==> src/rtl/serial_master_port.sv <==
`default_nettype none
// ============================================================================
// Module   : serial_master_port
// Brief    : Master-side bit-serial bus port: serialises one parallel read or
//            write request and deserialises read data. Optional wait timeout
//            is enabled by defining SMP_TIMEOUT_EN.
// Revision : 1.0 - initial release
// ============================================================================
module serial_master_port #(
    parameter int ADDR_WIDTH     = 12,
    parameter int DATA_WIDTH     = 8,
    parameter int TIMEOUT_CYCLES = 255
) (
    input  logic                  clk,
    input  logic                  rstn,
    input  logic                  req,
    output logic                  req_ack,
    input  logic                  req_mode,
    input  logic [ADDR_WIDTH-1:0] req_addr,
    input  logic [DATA_WIDTH-1:0] req_wdata,
    output logic [DATA_WIDTH-1:0] rdata,
    output logic                  done,
    output logic                  err,
    output logic                  busy,
    output logic                  swdata,
    output logic                  smode,
    output logic                  mvalid,
    input  logic                  srdata,
    input  logic                  svalid,
    input  logic                  sready
);
    localparam int c_MAX_W = (ADDR_WIDTH > DATA_WIDTH) ? ADDR_WIDTH : DATA_WIDTH;
    localparam int c_CNT_W = (c_MAX_W > 1) ? $clog2(c_MAX_W) : 1;
    localparam logic [c_CNT_W-1:0] c_ADDR_LAST = c_CNT_W'(ADDR_WIDTH - 1);
    localparam logic [c_CNT_W-1:0] c_DATA_LAST = c_CNT_W'(DATA_WIDTH - 1);
    // Bit 0 is taken in WAIT_RDATA, so RECV_DATA counts the remaining bits.
    localparam logic [c_CNT_W-1:0] c_RECV_LAST = c_CNT_W'(DATA_WIDTH - 2);

    typedef enum logic [2:0] {
        S_IDLE       = 3'd0,
        S_WAIT_RDY   = 3'd1,
        S_SEND_ADDR  = 3'd2,
        S_SEND_DATA  = 3'd3,
        S_WAIT_RDATA = 3'd4,
        S_RECV_DATA  = 3'd5,
        S_DONE       = 3'd6
    } state_t;

    state_t                             r_state;
    logic [ADDR_WIDTH+DATA_WIDTH-1:0]   r_tx;
    logic [DATA_WIDTH-2:0]              r_shift;
    logic [DATA_WIDTH-1:0]              r_rdata;
    logic [c_CNT_W-1:0]                 r_bcnt;
    logic                               r_swdata;
    logic                               r_smode;
    logic                               r_mvalid;
    logic                               r_done;
    logic                               r_err;
    logic                               r_busy;
    logic [DATA_WIDTH-1:0]              w_rx_next;
    logic                               w_timeout;

    assign w_rx_next = {srdata, r_shift};

`ifdef SMP_TIMEOUT_EN
    localparam int c_TMO_W = (TIMEOUT_CYCLES > 1) ? $clog2(TIMEOUT_CYCLES) : 1;

    logic [c_TMO_W-1:0] r_tcnt;
    logic               w_waiting;

    // Only genuine waiting cycles are timed; leaving or entering a wait state clears the count.
    assign w_waiting = ((r_state == S_WAIT_RDY) && !sready) ||
                       ((r_state == S_WAIT_RDATA) && !svalid);
    assign w_timeout = w_waiting && (r_tcnt == c_TMO_W'(TIMEOUT_CYCLES - 1));

    always_ff @(posedge clk) begin
        if (!rstn || !w_waiting) begin
            r_tcnt <= '0;
        end else begin
            r_tcnt <= r_tcnt + 1'b1;
        end
    end
`else
    assign w_timeout = 1'b0;
`endif

    always_ff @(posedge clk) begin
        if (!rstn) begin
            r_state  <= S_IDLE;
            r_tx     <= '0;
            r_shift  <= '0;
            r_rdata  <= '0;
            r_bcnt   <= '0;
            r_swdata <= 1'b0;
            r_smode  <= 1'b0;
            r_mvalid <= 1'b0;
            r_done   <= 1'b0;
            r_err    <= 1'b0;
            r_busy   <= 1'b0;
        end else begin
            r_done <= 1'b0;
            r_err  <= 1'b0;
            if (w_timeout) begin
                // Abort straight to the done report; rdata keeps its old value.
                r_state  <= S_IDLE;
                r_done   <= 1'b1;
                r_err    <= 1'b1;
                r_mvalid <= 1'b0;
                r_swdata <= 1'b0;
                r_bcnt   <= '0;
            end else begin
                case (r_state)
                    S_IDLE: begin
                        r_busy   <= 1'b0;
                        r_mvalid <= 1'b0;
                        r_swdata <= 1'b0;
                        r_bcnt   <= '0;
                        if (req) begin
                            r_tx    <= {req_wdata, req_addr};
                            r_smode <= req_mode;
                            r_busy  <= 1'b1;
                            r_state <= S_WAIT_RDY;
                        end
                    end
                    S_WAIT_RDY: begin
                        if (sready) begin
                            r_state <= S_SEND_ADDR;
                        end
                    end
                    S_SEND_ADDR: begin
                        r_mvalid <= 1'b1;
                        r_swdata <= r_tx[0];
                        r_tx     <= r_tx >> 1;
                        if (r_bcnt == c_ADDR_LAST) begin
                            r_bcnt  <= '0;
                            r_state <= r_smode ? S_SEND_DATA : S_WAIT_RDATA;
                        end else begin
                            r_bcnt <= r_bcnt + 1'b1;
                        end
                    end
                    S_SEND_DATA: begin
                        r_mvalid <= 1'b1;
                        r_swdata <= r_tx[0];
                        r_tx     <= r_tx >> 1;
                        if (r_bcnt == c_DATA_LAST) begin
                            r_bcnt  <= '0;
                            r_state <= S_DONE;
                        end else begin
                            r_bcnt <= r_bcnt + 1'b1;
                        end
                    end
                    S_WAIT_RDATA: begin
                        r_mvalid <= 1'b0;
                        r_swdata <= 1'b0;
                        if (svalid) begin
                            r_shift <= w_rx_next[DATA_WIDTH-1:1];
                            r_state <= S_RECV_DATA;
                        end
                    end
                    S_RECV_DATA: begin
                        if (svalid) begin
                            if (r_bcnt == c_RECV_LAST) begin
                                r_rdata <= w_rx_next;
                                r_bcnt  <= '0;
                                r_state <= S_DONE;
                            end else begin
                                r_shift <= w_rx_next[DATA_WIDTH-1:1];
                                r_bcnt  <= r_bcnt + 1'b1;
                            end
                        end
                    end
                    S_DONE: begin
                        r_done   <= 1'b1;
                        r_mvalid <= 1'b0;
                        r_swdata <= 1'b0;
                        r_state  <= S_IDLE;
                    end
                    default: begin
                        r_state <= S_IDLE;
                    end
                endcase
            end
        end
    end

    assign req_ack = (r_state == S_IDLE);
    assign rdata   = r_rdata;
    assign done    = r_done;
    assign err     = r_err;
    assign busy    = r_busy;
    assign swdata  = r_swdata;
    assign smode   = r_smode;
    assign mvalid  = r_mvalid;

endmodule
`default_nettype wire

==> config.mk <==
export PLATFORM = sky130hd
export DESIGN_NAME = serial_master_port
export DESIGN_NICKNAME = d
export VERILOG_FILES = /design/src/rtl/serial_master_port.sv
export SDC_FILE = /design/constraint.sdc
export NUM_CORES = 1
export LEC_CHECK = 0
export ABC_CLOCK_PERIOD_IN_PS = 4600
export BUFFER_PORTS_ARGS = -buffer_cell sky130_fd_sc_hd__buf_2
export CORE_MARGIN = 4
export CORE_UTILIZATION = 45
export CTS_BUF_LIST = sky130_fd_sc_hd__clkbuf_8
export CTS_CLUSTER_DIAMETER = 100
export CTS_CLUSTER_SIZE = 25
export DETAILED_ROUTE_END_ITERATION = 10
export PLACE_DENSITY_LB_ADDON = 0.1
export SLEW_MARGIN = 20
export SYNTH_ARGS = -nofsm -noshare
export SYNTH_HDL_FRONTEND = slang
export SYNTH_SLANG_ARGS = --single-unit
==> constraint.sdc <==
create_clock -name clk -period 4.6 [get_ports clk]
set_clock_uncertainty 0.15 [all_clocks]
set_input_delay 0 -clock clk [delete_from_list [all_inputs] [get_ports clk]]
set_output_delay 0 -clock clk [all_outputs]
set_load 0.02 [all_outputs]
==> out/summary.txt, run 1 <==
Family with the most delay on the worst path: simple AND/OR/NAND/NOR gates
CP max FO: 21
Synthesis-to-layout area growth: 26.31%
Layout net count: 323
RSZ-0062 raised after global routing: false
Worst hold path type: input pin to flop
Final ANT Viol Nets: 0
Placed insts: 307
# port buffers: 40
Global-route wire length before repair: 8148 um
Boundary Pins: 42
PwrDens: 302.8 mW/mm^2
Crit path arrival time: 2.74 ns
Syn avg cell area: 9.244 sq um
CP endpoint kind: flop
Period utilisation layout: 58.51%
DRC Markers: 0
#FFs+latches synth: 47
Vias: 1872
Routability congestion estimate: 0.7536
Clock period minus worst slack: 2.691 ns
Drt wl/cell: 13.72 um
Detailed placer's ending HPWL: 3003 um
Number of buffers created by CTS: 5
Post-CTS Setup Inserts: 0
Post-Layout Cell Count: 346
Buffers & Inverters on Critical Path: 1
Pin count of the biggest net entering global routing: 32
Status: complete, no violations
Sequential area share after synthesis: 43.87%
Max Clock Freq: 371.6 MHz
LEAKAGE: 1.115 nW
Cell taking the most area after synthesis: dfxtp_1
Die area: 0.005934 sq mm
Clock sinks: 47
Die X-Extent: 77.04 um
Mapped Nets: 262
Post-Route WL: 4747 um
Actual slew at the worst max-slew pin: 1.055 ns
Total power: 820.3 uW
Number of synthesis warnings: 0
Max-cap viol count: 0
CP Launch Type: flop
Worst VDD drop: 0.0001636 V
Initial antenna violation count: 0
Worst-path clk slew: 0.09 ns
Slew margin rel.: 29.64%
Setup TNS: 0 ns
Worst-path cell chain: or4b_1 > o221ai_2 > dlygate4sd3_1 > nor2_1
Post-synth top area share: 43.87%
Number of global-route vias before repair: 1743
Max stage delay on crit path: 0.93 ns
Via/cell ratio: 5.410
Largest cells by area after synthesis: dfxtp_1, nor2_1, mux2i_1
CP max-delay cell: or4b_1
Final Max Tran Viols: 0
CTS tree: built
Antenna Cells: 0
Initial Util: 47.93%
Synth unique cells: 46
Post-Synthesis Cell Area: 0.002145 sq mm
Clk_lat worst skew: 0.29 ns
Die height: 77.04 um
GRT Overall Usage: 16.91%
H-Tree Depth: 2
Share of cells above drive strength 1: 20.75%
Critical path class: flop to flop
Drt first pass iters: 4
CP Data Required Time: 4.65 ns
Final hold violation count: 0
Cell count after synthesis: 232
CTS root buffer: clkbuf_8
Grt total ovfl: 0
Drt initial violations: 129
FP Rows: 24
Core area: 0.004474 sq mm
Clock tree buffer depth: 2
Setup violations, final: 0
## cell usage in the layout, fill, tap and decap left out, types with 2 or more instances in the layout
master         synthesis  routed
nor2_1                47      47
dfxtp_1               47      47
buf_2                  7      40
dlygate4sd3_1          0      31
nand2_1               16      16
mux2i_1               16      16
a21oi_1               15      15
o221ai_2               7       7
a22oi_1                6       6
o221ai_1               6       6
clkbuf_8               0       6
inv_1                  3       4
nor2b_1                4       4
o21ai_0                4       4
nand3_1                4       4
a31oi_1                3       3
ha_1                   3       3
nor3_1                 2       2
nand4b_1               2       2
nand3b_1               2       2
a211oi_1               2       2
nand2b_1               2       2
a21o_1                 2       2
## Yosys cell counts, drive strengths merged
library cell and instances:
a31oi 3, buf 13, o211ai 1, nand3 5
nand4 1, inv 3, dfxtp 47, a21oi 15
or4b 1, nand4b 2, o221ai 13, ha 3
conb 1, xor2 1, nor2 48, nand2 17
a21o 2, o2111ai 1, nor4 1, a22oi 6
nor2b 4, nor4b 1, mux2i 16, a211oi 2
a221oi 1, and3 1, nand3b 2, a2111oi 1
nor3 2, nand2b 2, o22ai 1, and2b 1
and3b 1, a211o 1, clkbuf 4, nor3b 1
o21ai 5, mux2 1, a32oi 1
## worst paths after layout
path	from	slack (ns)	cells after the start	to
setup reg to reg	r_state[0]	1.91	4	r_tx[15]
hold reg to reg	r_tx[1]	0.31	2	r_tx[1]
setup / recovery	r_state[0]	1.91	4	r_tx[15]
hold / removal	rstn	0.01	3	r_tx[7]
## final cells by class
type                       instances  area [sq um]
sequential                        47         940.9
inverter                           3         11.26
tap                               52         65.06
clock inverter                     2         12.51
multi-input combinational        165          1086
timing repair buffer              71         510.5
clock buffer                       6         82.58
fill                             386          1765
## per-layer routing
layer / share of wire, % / track usage, % / wire [um] / vias up
met1: 47 / 22.96 / 2219 / 871
met2: 47 / 25.96 / 2225 / 41
met3: 5.1 / 5.269 / 242 / 6
met4: 1.3 / 4.626 / 60 / 0
li1: - / - / - / 954
met5: 0 / 0 / 0 / -
## stage by stage
stage	hold WS (ns)	utilization [%]	setup slack (ns)	cell area, sq um
after floorplan	-0.01401	-	3.026	2145
after global placement	0.09888	51.48	2.365	2303
after detailed placement	0.1050	51.48	2.273	2303
after CTS	0.001023	60.54	1.991	2709
after global routing	0.03010	60.54	1.797	2709
final	0.01359	60.54	1.909	2709
## power breakdown
part | internal [mW] | switching, mW
combinational | 0.0584 | 0.0577
clock | 0.121 | 0.137
sequential | 0.428 | 0.0189
total | 0.607 | 0.213
## worst min-delay path, delay by kind of cell
kind / cells / cell delay, ns
buf+inv: 1 / 0.24
compound gates: 1 / 0.12
simple gates: 1 / 0.05
## flip-flops by register name, summed over array words and instances (netlist names), 3 cells and up
signal   cells
r_tx        20
rdata        8
r_state      3
r_shift      7
r_bcnt       4
## kinds of logic (layout without fill, tap and decap cells)
kind of cell	after synthesis	after routing	synth area share (%)
and+or+nand+nor	90	90	20.77
AOI/OAI and AO/OA	53	53	19.54
buffers and inverters	20	82	5.484
xor gates and xnor gates	1	1	0.4085
DFF	47	47	43.87
muxes	17	17	7.993
other	1	1	0.1749
adders and majority gates	3	3	1.750
## repair_timing
action,CTS,global route
hold endpoints to repair,23,0
resized for setup,0,0
hold buffers,31,0
(Power assumes the default switching activity.)
==> run 2: changes to the inputs <==
ABC_AREA = 1   (was not set)
ABC_CLOCK_PERIOD_IN_PS = 2300   (was 4600)
clock period = 2.3 ns   (was 4.6 ns; I/O delays follow)
==> run 2 against run 1 <==
- cell count grew 21%
- die area up 1.9%
- area after synthesis rose by 2.1%
- core utilization down 3.2 points
- total power rose to 3.3 times the previous value
- maximum frequency is 49% higher
- via count increased by 8.5%
==> out/summary.txt, run 2 <==
Flop2flop setup slack: 0.50 ns
Die X-Extent: 77.76 um
Most frequent cells in the layout: nor2_1, dfxtp_1, buf_2
Critical path class: flop to flop
CP Launch Type: flop
Most used DFF post-synth: dfxtp_1
#FFs+latches synth: 47
Number of synthesized flops with an enable pin: 0
Hold Crit Start: req
CP endpoint kind: flop
Number of buffers created by CTS: 5
CTS tree: built
Clock sinks: 47
Max Used Layer: met4
Buffers & Inverters on Critical Path: 2
Worst-path clk slew: 0.09 ns
Cell count after synthesis: 293
Met1 WL: 2302 um
GRT Overall Usage: 17.69%
Grt total ovfl: 0
Slew margin rel.: 66.43%
Detailed placer's ending HPWL: 3182 um
Post-layout util: 57.32%
Initial antenna violation count: 0
Post-Synthesis Cell Area: 0.002190 sq mm
WHS: 0.04619 ns
Syn avg cell area: 7.473 sq um
Clk_lat worst skew: 0.30 ns
Core area: 0.004723 sq mm
Clock tree buffer depth: 2
Global-route wire length before repair: 8735 um
Sequential area share after synthesis: 42.97%
WHS Endpoint: r_tx[19]
Initial Util: 46.36%
LEAKAGE: 1.242 nW
# port buffers: 40
Actual slew at the worst max-slew pin: 0.5028 ns
Drt initial violations: 134
Max reg flops: 20
Most frequent cells after synthesis: nor2_1, dfxtp_1, nand2_1
Family with the most delay on the worst path: simple AND/OR/NAND/NOR gates
Final hold violation count: 0
Setup violations, final: 0
Max-cap viol count: 0
Number of global-route vias before repair: 1927
Routability congestion estimate: 0.8703
Clock period minus worst slack: 1.802 ns
Final Max Tran Viols: 0
Post-Route WL: 4922 um
Antenna Cells: 0
FF-to-FF Start: r_state[0]
Final ANT Viol Nets: 0
FP Rows: 25
Hold Path Cell Cnt: 5
Post-cts resize count: 0
Period utilisation layout: 78.33%
CTS root buffer: clkbuf_8
Share of cells above drive strength 1: 20.11%
Ys async rst share: 0%
Via/cell ratio: 4.838
R2R Path End: rdata[3]
Layout net count: 382
Post-synth top area share: 42.97%
Vias: 2032
DRC Markers: 0
Commonest non-fill, non-tap cell in the layout: nor2_1
CP max-delay cell: dfxtp_1
Synth unique cells: 28
Count leader, synth: nor2_1
Largest cells by area after synthesis: dfxtp_1, nor2_1, o21ai_0
Worst hold path type: input pin to flop
Status: complete, no violations
Number of synthesis warnings: 0
Drt wl/cell: 11.72 um
Boundary Pins: 42
Most frequent CP cell: nor2_1
Worst-path cell chain: nand3_2 > nor2_1 > inv_1 > nor2_4 > inv_2 > nor2_1 > nor2_1
Met2 routed WL: 2304 um
PwrDens: 999.8 mW/mm^2
Drt first pass iters: 4
CP max FO: 10
Setup TNS: 0 ns
Pin count of the biggest net entering global routing: 29
Max Clock Freq: 555.1 MHz
Metal3 WL: 240 um
Most flops, register: r_tx
Mapped Nets: 323
Die area: 0.006046 sq mm
Max stage delay on crit path: 0.64 ns
Die height: 77.76 um
Worst VDD drop: 0.0004864 V
Crit path arrival time: 1.84 ns
CP Data Required Time: 2.34 ns
RSZ-0062 raised after global routing: false
Worst R2R Path Depth: 7
Synthesis-to-layout area growth: 23.66%
Cell taking the most area after synthesis: dfxtp_1
H-Tree Depth: 2
## run 2: cell types whose count changed in the layout (fill, tap and decap cells not counted), moves of 4 or more
| cell | before | now |
|---|---|---|
| dlygate4sd3_1 | 31 | 23 |
| o221ai_1 | 6 | 0 |
| a22oi_1 | 6 | 1 |
| inv_1 | 4 | 18 |
| nor3_2 | 0 | 10 |
| a21oi_1 | 15 | 10 |
| o221ai_2 | 7 | 0 |
| o21ai_0 | 4 | 31 |
| mux2i_1 | 16 | 0 |
| nor2b_1 | 4 | 0 |
| nor2_1 | 47 | 77 |
| nand2_1 | 16 | 37 |
| nand3_1 | 4 | 20 |
## run 2: worst max path at each step
stage,startpoint,slack [ns],to,cells past startpoint
after floorplan,r_bcnt[0],0.85,r_shift[0],9
after global placement,r_state[0],0.53,rdata[3],7
after detailed placement,r_state[0],0.49,rdata[0],7
after global routing,r_state[0],0.27,rdata[2],7
final,r_state[0],0.50,rdata[3],7
after CTS,r_state[0],0.47,rdata[3],7
## run 2: cell families after synthesis
logic type,Yosys count,synth area share [%]
AOI/OAI and AO/OA,50,11.94
buffers and inverters,33,7.772
DFF,47,42.97
and+or+nand+nor,158,35.03
xor gates and xnor gates,1,0.4001
adders and majority gates,3,1.714
other,1,0.1713
## run 2: metal layers
metal / track usage (%) / vias to the layer above
li1: - / 1068
met1: 23.23 / 908
met2: 28.17 / 48
met3: 4.640 / 8
met4: 5.694 / 0
met5: 0 / -
## run 2: area by class of cell
| cell class | count | area (sq um) |
|---|---|---|
| Inverter | 20 | 77.57 |
| Sequential cell | 47 | 940.9 |
| Clock inverter | 3 | 12.51 |
| Timing Repair Buffer | 65 | 445.4 |
| Tap cell | 67 | 83.83 |
| Clock buffer | 5 | 68.82 |
| Multi-Input combinational cell | 213 | 1079 |
| Fill cell | 463 | 2016 |
## run 2: metrics by stage
step | cell area [sq um] | total power, mW | instances | setup slack [ns]
2_1_floorplan | 2190 | 2.061 | 293 | 0.8549
3_3_place_gp | 2396 | 2.213 | 389 | 0.5269
3_5_place_dp | 2396 | 2.218 | 389 | 0.4883
4_1_cts | 2708 | 2.728 | 420 | 0.4699
5_1_grt | 2708 | 2.952 | 420 | 0.2722
6_report | 2708 | 2.707 | 420 | 0.4984
## run 2: worst min-delay path: stages
cell	delay, ns
buf_2	0.09
inv_1	0.15
nor2_8	0.09
nand2_1	0.05
a21oi_1	0.06
## run 2: timing repair
item,in CTS,in global routing
setup buffers,0,0
endpoints found under the hold margin,24,0
hold buffers,23,0
## run 2: where the power goes
group,switching [mW],internal [mW],leakage [nW]
clock,0.273,0.205,0.0505
combinational,0.666,0.377,0.807
sequential,0.156,1.03,0.384
total,1.09,1.61,1.24
==> run 3: changes to the inputs <==
ABC_CLOCK_PERIOD_IN_PS = 1900   (was 2300)
clock period = 1.9 ns   (was 2.3 ns; I/O delays follow)
==> run 3 against run 2 <==
- register-to-register slack got worse by 0.28 ns
- critical path depth increased by 1
- cell count increased by 0.71%
- via count decreased by 2.2%
- critical endpoint is now r_tx[10]
- die area unchanged
==> out/summary.txt, run 3 (synthesis results as in run 2) <==
Clock period minus worst slack: 1.679 ns
Max Clock Freq: 595.5 MHz
Share of cells above drive strength 1: 21.35%
Initial Util: 46.36%
Core area: 0.004723 sq mm
Routability congestion estimate: 0.8840
Setup violations, final: 0
Grt total ovfl: 0
Die X-Extent: 77.76 um
Pin count of the biggest net entering global routing: 25
Commonest non-fill, non-tap cell in the layout: nor2_1
Worst-path clk slew: 0.10 ns
Final Max Tran Viols: 0
Die height: 77.76 um
Worst hold path type: input pin to flop
GRT Overall Usage: 17.18%
Post-layout util: 58.52%
Filler instances: 448
Period utilisation layout: 88.39%
Critical path class: flop to flop
Drt wl/cell: 11.22 um
PwrDens: 1265 mW/mm^2
RSZ-0062 raised after global routing: false
H-Tree Depth: 2
Drt first pass iters: 4
Initial antenna violation count: 0
Crit path arrival time: 1.72 ns
Max reg flops: 20
Max-cap viol count: 0
Number of global-route vias before repair: 1903
Die area: 0.006046 sq mm
CP Launch Type: flop
Most frequent cells in the layout: nor2_1, dfxtp_1, buf_2
CTS tree: built
# port buffers: 40
CP max FO: 24
Clk_lat worst skew: 0.30 ns
Via/cell ratio: 4.700
Drt initial violations: 154
Number of buffers created by CTS: 5
Vias: 1988
Final ANT Viol Nets: 0
DRC Markers: 0
Synthesis-to-layout area growth: 26.23%
Global-route wire length before repair: 8556 um
CP Data Required Time: 1.94 ns
Clock tree buffer depth: 2
CP endpoint kind: flop
CTS root buffer: clkbuf_8
Detailed placer's ending HPWL: 3218 um
Most flops, register: r_tx
Status: complete, no violations
Total power: 3.497 mW
Setup TNS: 0 ns
Worst VDD drop: 0.0006659 V
Antenna Cells: 0
Final hold violation count: 0
Clock sinks: 47
LEAKAGE: 1.261 nW
FP Rows: 25
Layout net count: 385
Boundary Pins: 42
Post-Route WL: 4748 um
run 3: cell count changes in the layout (fill, tap and decap cells not counted):
cell	change
inv_6	+1
inv_1	-2
buf_4	+3
clkinvlp_4	+1
clkinv_2	-1
bufinv_16	+1
run 3: report_power, final:
part           total [mW]  internal, mW  switching [mW]
clock               0.757         0.397           0.360
sequential           1.41          1.25           0.158
combinational        1.34         0.484           0.851
run 3: area by class of cell:
| cell class | count | area [sq um] | area share [%] |
|---|---|---|---|
| clock buffer | 5 | 68.82 | 2.490 |
| multi-input combinational | 213 | 1079 | 39.02 |
| sequential | 47 | 940.9 | 34.04 |
| inverter | 20 | 77.57 | 2.807 |
| timing repair buffer | 68 | 467.9 | 16.93 |
| tap | 67 | 83.83 | 3.033 |
| clock inverter | 3 | 46.29 | 1.675 |
run 3: path summary, 6_finish.rpt:
| path | from | endpoint | slack (ns) | depth (start not counted) |
|---|---|---|---|---|
| setup / recovery | r_state[1] | r_tx[10] | 0.22 | 8 |
| hold / removal | req | r_tx[19] | 0.05 | 5 |
| setup reg to reg | r_state[1] | r_tx[10] | 0.22 | 8 |
| hold reg to reg | mvalid | mvalid | 0.30 | 2 |
run 3: timing repair:
item | 4_1_cts | 5_1_grt
hold buffers | 23 | 0
hold endpoints to repair | 28 | 0
resized for setup | 0 | 0
setup buffers | 0 | 0
run 3: through the flow:
step	cell area [sq um]	instances	worst slack (ns)	hold WS, ns
floorplan	2190	293	0.4549	-0.01510
global placement	2419	392	0.2581	0.09333
detailed placement	2419	392	0.2318	0.1036
CTS	2764	423	0.2037	0.03069
global route	2764	423	0.03171	0.06910
finish	2764	423	0.2207	0.04549
run 3: layer usage:
metal / share of wire [%] / vias to the layer above / global-route usage [%]
li1: - / 1072 / -
met1: 49 / 874 / 22.47
met2: 46 / 37 / 28.42
met3: 3.4 / 5 / 3.364
met4: 1.1 / 0 / 5.338
met5: 0 / - / 0
run 3: critical path, cell delays in order, from the launching register on:
cell and delay [ns]:
dfxtp_1 0.43, buf_4 0.21, nor2_8 0.06, nand2_4 0.10
nor2_8 0.06, inv_4 0.21, nand2_4 0.15, nor2_1 0.15
nor3_2 0.05
